$ cat config.mk
export PLATFORM = sky130hd
export DESIGN_NAME = sd2_ovf_serial
export DESIGN_NICKNAME = d
export VERILOG_FILES = /design/src/rtl/sd2_ovf_serial.sv
export SDC_FILE = /design/constraint.sdc
export NUM_CORES = 1
export LEC_CHECK = 0
export CORE_MARGIN = 2
export CORE_UTILIZATION = 40
export DETAILED_ROUTE_END_ITERATION = 8
export GPL_TIMING_DRIVEN = 0
export PLACE_DENSITY = 0.68
export SLEW_MARGIN = 15
export SYNTH_ARGS = -nofsm -noshare
export SYNTH_HDL_FRONTEND = slang
export SYNTH_SLANG_ARGS = --single-unit
export TNS_END_PERCENT = 1
$ cat constraint.sdc
create_clock -name clk -period 1.6 [get_ports clk]
set_input_delay 0.4 -clock clk [delete_from_list [all_inputs] [get_ports clk]]
set_output_delay 0.4 -clock clk [all_outputs]
set_load 0.005 [all_outputs]
$ cat src/rtl/sd2_ovf_serial.sv
// Digit-serial SD2 sign/overflow resolver: takes a flag digit plus NDIG digits MSD-first and streams |V| with sign and overflow.
// Optional macro SD2_OVF_SAT_EN: overflowing frames saturate to all-01 digits instead of emitting 00 from the detecting digit on.
module sd2_ovf_serial #(
    parameter int NDIG = 8
) (
    input  logic       clk,
    input  logic       rst_n,
    input  logic       in_valid,
    output logic       in_ready,
    input  logic [1:0] in_digit,
    output logic       out_valid,
    input  logic       out_ready,
    output logic [1:0] out_digit,
    output logic       out_last,
    output logic [1:0] sign_out,
    output logic       wrong
);

    localparam int CW = $clog2(NDIG + 1);

`ifdef SD2_OVF_SAT_EN
    localparam logic [1:0] OVF_DIGIT = 2'b01;
`else
    localparam logic [1:0] OVF_DIGIT = 2'b00;
`endif

    typedef enum logic [2:0] {
        FLAG,
        PEND,
        BORROW,
        PASS,
        OVF
    } state_t;

    state_t          r_state;
    state_t          w_nextState;
    logic [CW-1:0]   r_cnt;
    logic [1:0]      r_s;
    logic            r_outValid;
    logic [1:0]      r_outDigit;
    logic            r_outLast;
    logic [1:0]      r_signOut;
    logic            r_wrong;

    logic            w_inReady;
    logic            w_inFire;
    logic            w_isZero;
    logic [1:0]      w_dNorm;
    logic [1:0]      w_negS;
    logic            w_lastDigit;
    logic [1:0]      w_emitDigit;
    logic [1:0]      w_sNext;
    logic            w_ovfNow;

    assign w_inReady   = ~r_outValid | out_ready;
    assign w_inFire    = in_valid & w_inReady;
    assign w_isZero    = (in_digit == 2'b00);
    // Both 01 and 10 mean +1; collapse to 01 so comparisons and output encoding stay canonical.
    assign w_dNorm     = w_isZero ? 2'b00 : ((in_digit == 2'b11) ? 2'b11 : 2'b01);
    assign w_negS      = (r_s == 2'b01) ? 2'b11 : 2'b01;
    assign w_lastDigit = (r_cnt == CW'(NDIG - 1));

    always_ff @(posedge clk) begin
        if (!rst_n) begin
            r_state <= FLAG;
        end else begin
            r_state <= w_nextState;
        end
    end

    always_comb begin
        w_nextState = r_state;
        if (w_inFire) begin
            case (r_state)
                FLAG: begin
                    w_nextState = w_isZero ? PEND : BORROW;
                end
                PEND: begin
                    if (!w_isZero) begin
                        w_nextState = PASS;
                    end
                end
                BORROW: begin
                    if (w_dNorm == w_negS) begin
                        w_nextState = PASS;
                    end else if (w_dNorm == r_s) begin
                        w_nextState = OVF;
                    end
                end
                default: begin
                    w_nextState = r_state;
                end
            endcase
            if ((r_state != FLAG) && w_lastDigit) begin
                w_nextState = FLAG;
            end
        end
    end

    always_comb begin
        w_emitDigit = 2'b00;
        w_sNext     = r_s;
        w_ovfNow    = 1'b0;
        case (r_state)
            FLAG: begin
                w_sNext = w_dNorm;
            end
            PEND: begin
                if (!w_isZero) begin
                    w_sNext     = w_dNorm;
                    w_emitDigit = 2'b01;
                end
            end
            BORROW: begin
                // A zero tail leaves |V| = 2^NDIG exactly, which is still out of range.
                if ((w_isZero && w_lastDigit) || (w_dNorm == r_s)) begin
                    w_ovfNow    = 1'b1;
                    w_emitDigit = OVF_DIGIT;
                end else begin
                    w_emitDigit = 2'b01;
                end
            end
            PASS: begin
                if (r_s == 2'b11) begin
                    w_emitDigit = (w_dNorm == 2'b01) ? 2'b11 :
                                  ((w_dNorm == 2'b11) ? 2'b01 : 2'b00);
                end else begin
                    w_emitDigit = w_dNorm;
                end
            end
            OVF: begin
                w_emitDigit = OVF_DIGIT;
            end
            default: begin
                w_emitDigit = 2'b00;
            end
        endcase
    end

    always_ff @(posedge clk) begin
        if (!rst_n) begin
            r_cnt      <= '0;
            r_s        <= 2'b00;
            r_outValid <= 1'b0;
            r_outDigit <= 2'b00;
            r_outLast  <= 1'b0;
            r_signOut  <= 2'b00;
            r_wrong    <= 1'b0;
        end else begin
            if (r_outValid && out_ready) begin
                r_outValid <= 1'b0;
            end
            if (w_inFire) begin
                r_s <= w_sNext;
                if (r_state == FLAG) begin
                    r_cnt <= '0;
                end else begin
                    r_cnt      <= w_lastDigit ? '0 : r_cnt + CW'(1);
                    r_outValid <= 1'b1;
                    r_outDigit <= w_emitDigit;
                    r_outLast  <= w_lastDigit;
                    r_signOut  <= w_sNext;
                    r_wrong    <= (r_cnt == '0) ? w_ovfNow : (r_wrong | w_ovfNow);
                end
            end
        end
    end

    assign in_ready  = w_inReady;
    assign out_valid = r_outValid;
    assign out_digit = r_outDigit;
    assign out_last  = r_outLast;
    assign sign_out  = r_signOut;
    assign wrong     = r_wrong;

endmodule

==> results.md <==
- Root Driver: clkbuf_4
- WS Path Type: in2reg
- Req. time, crit path: 1.85 ns
- Top Layer Used: met4
- Fill cell count: 218
- Number of synthesized register bits: 16
- Number of enable flip-flop cells after synthesis: 0
- Cell taking the most area after synthesis: dfxtp_1
- VDD IR max: ~0.00052 V
- First-pass GRT wire length: between 3 and 4 mm
- Met2 routed WL: 1.12 mm
- Setup TNS: 0 ns
- Crit path DAT: ~1.8 ns
- DRC Markers: 0
- Vias in the first global route: 848
- Maximum fanout along the worst path: 10
- Power Total: approximately 1100 uW
- Initial core utilization: roughly two fifths
- CTS tree: done
- Setup violations, final: 0
- PD cells: between 800 and 900 nW/um2
- Achievable Freq: 637 MHz
- RSZ-0062 raised after global routing: false
- Htree depth: 1
- Num CTS Buffers: 3
- Cell Int Power: 757 uW
- Relative slew slack: between 60% and 70%
- Max-Cap Viols: 0
- Post-synth top area share: approximately a third
- Yosys Warn Count: 0
- Layout cells sized above 1: around a quarter
- Initial antenna violation count: 0
- Core Rows: 18
- DRT Pass-1 Iters: 4
- Post-route design area: between 1000 and 1500 um2
- Placer congestion estimate: 0.866
- Setup slack at placement: -0.673 ns
- CP startpoint kind: primary input
- Die X: ~54 um
- Count of final hold-check violations: 0
- Syn nets: 128
- Die area: 2960 um2
- Slew @ Worst Pin: 0.462 ns
- N_diodes: 0
- Via-per-instance ratio: around 5.6
- Post-synth top flop: dfxtp_1
- Yosys cell types: between 40 and 50
- HPWL after DPL: 1.61 mm
- Wl on met1: 1.03 mm
- Most frequent cell after synthesis: dfxtp_1
- Synth Instances: 116
- Post-route ant nets: 0
- Largest net degree at the start of global routing: 11
- Switch Pwr: ~360 uW
- Clk pwr share: 24.8%
- Run status: completed
- Avg WL per Cell: about 14 um
- Share of synthesized registers carrying an async set or reset: 0%
- Placement Cell Area: approximately 1200 um2
- Post-Syn Area: ~1000 um2
- Die Ht: between 50 and 60 um
- Clk sinks: 16
- Final period util: a little over nine tenths
- Sequential power share: between 40 and 50%
- Area of the core: around 2400 um2
- Hold WC Path Type: reg2reg
- Met3 WL: between 100 and 150 um
- Crit path time final: between 1.5 and 2 ns
- Congestion Overflow GR: 0
- Synthesis-to-layout area growth: 26.4%
- Post-synth top cells: 16 x dfxtp_1, 10 x nand2_1, 8 x nor2_1
- Final Max Tran Viols: 0
- Clock tree buffer depth: 2
- Clock latency on the worst-skew pair: ~0.29 ns
- Top cells by area, synth: dfxtp_1 32%, ha_1 7.4%, o211a_1 3.9%
- PortBufs: 13
- Final core occ: a little over half
- Sequential share of the synthesized area: 31.5%
- DR iter-0 viols: 22
- CP Capture Type: flop
- Net Sw Frac: between 30% and 40%
- Clock transition at the registers of the reported paths: 0.10 ns
- Comb pwr share: 34.2%
- Hold Buf Count CTS: 0
- I/O pin cnt: 14
- Final WL: around 2.3 mm
- Final net count: 147
- Lkg Pwr: roughly 0.00055 uW
- Gr usage total: between 10% and 20%
- Setup WS post-layout: 0.0305 ns
- Synthesized area per cell: between 8 and 9 um2
- Via count: 921
- Clock skew: approximately 0.0015 ns
-- cell families after synthesis --
group / count (synthesis) / synth area share [%]
XOR/XNOR: 2 / 1.72
adder cells (fa/ha/maj): 6 / 7.39
AO/OA/AOI/OAI: 35 / 24.8
buffers and inverters: 13 / 8.50
flip-flops: 16 / 31.5
AND/OR/NAND/NOR: 41 / 22.9
multiplexers: 3 / 3.20
-- sequential cells by signal, summed over array words and instances, names as in the netlist --
| signal | count |
|---|---|
| out_digit | 2 |
| out_last | 1 |
| out_valid | 1 |
| r_cnt | 4 |
| r_s | 2 |
| r_state | 3 |
| sign_out | 2 |
| wrong | 1 |
-- critical path, stage by stage --
cell             delay (ns)
clkdlybuf4s50_1        0.45
nand2b_4               0.15
and2_1                 0.20
buf_6                  0.16
nand2_1                0.08
o31ai_1                0.23
and2_1                 0.15
-- through the flow --
step	cells	hold slack (ns)
final	164	0.473
after global routing	164	0.503
after CTS	164	0.485
after detailed placement	159	0.465
after global placement	159	0.464
after floorplan	116	0.453
-- power groups by stage --
stage / registers (uW) / logic [uW] / clock network, uW
after floorplan: 461 / 255 / 0
after global placement: 463 / 349 / 0
after detailed placement: 464 / 353 / 0
final: 458 / 383 / 278
after CTS: 457 / 373 / 285
after global routing: 464 / 419 / 306
-- path summary, 6_finish.rpt --
check             slack, ns         start  depth (start not counted)           end
setup / recovery       0.03     out_ready                          7      r_cnt[3]
hold / removal         0.47  out_digit[0]                          2  out_digit[0]
setup reg to reg       0.11      r_cnt[0]                          6      r_cnt[3]
hold reg to reg        0.47  out_digit[0]                          2  out_digit[0]
-- layer usage --
layer  up-vias  GRT usage [%]
li1        458              -
met1       432           23.0
met2        26           29.1
met3         5           3.55
met4         0           8.33
met5         -              0
-- layout make-up --
type                    count  area (um2)  area share, %
repair buffers             14         133           10.3
multi-input cells          87         666           51.9
inverters                   7        26.3           2.05
flip-flops and latches     16         325           25.3
well taps                  30        37.5           2.92
clock buffers               4        36.3           2.83
plain buffers               6        60.1           4.68
-- placed cells by master (no fill, tap or decap), types with 2 or more instances in the layout --
| master | count |
|---|---|
| a21boi_0 | 3 |
| a21o_1 | 2 |
| a21oi_1 | 3 |
| a22oi_1 | 2 |
| a31oi_1 | 3 |
| and2_1 | 3 |
| buf_4 | 3 |
| buf_6 | 2 |
| clkbuf_4 | 3 |
| clkdlybuf4s50_1 | 9 |
| dfxtp_1 | 12 |
| dfxtp_2 | 4 |
| dlygate4sd2_1 | 2 |
| ha_1 | 4 |
| ha_4 | 2 |
| inv_1 | 5 |
| inv_2 | 2 |
| mux2_2 | 2 |
| nand2_1 | 10 |
| nand2b_1 | 3 |
| nand3_1 | 2 |
| nand4_1 | 2 |
| nor2_1 | 6 |
| nor2_2 | 2 |
| nor2b_1 | 3 |
| o211a_1 | 4 |
| o21ai_0 | 6 |
| o21ai_1 | 2 |
-- timing repair --
| item | 4_1_cts | 5_1_grt |
|---|---|---|
| pin swaps | 2 | 0 |
| setup buffers | 1 | 0 |
| setup endpoints to repair | 10 | 7 |
| resized for setup | 16 | 7 |
No activity file was read; power rests on OpenSTA's default activity.
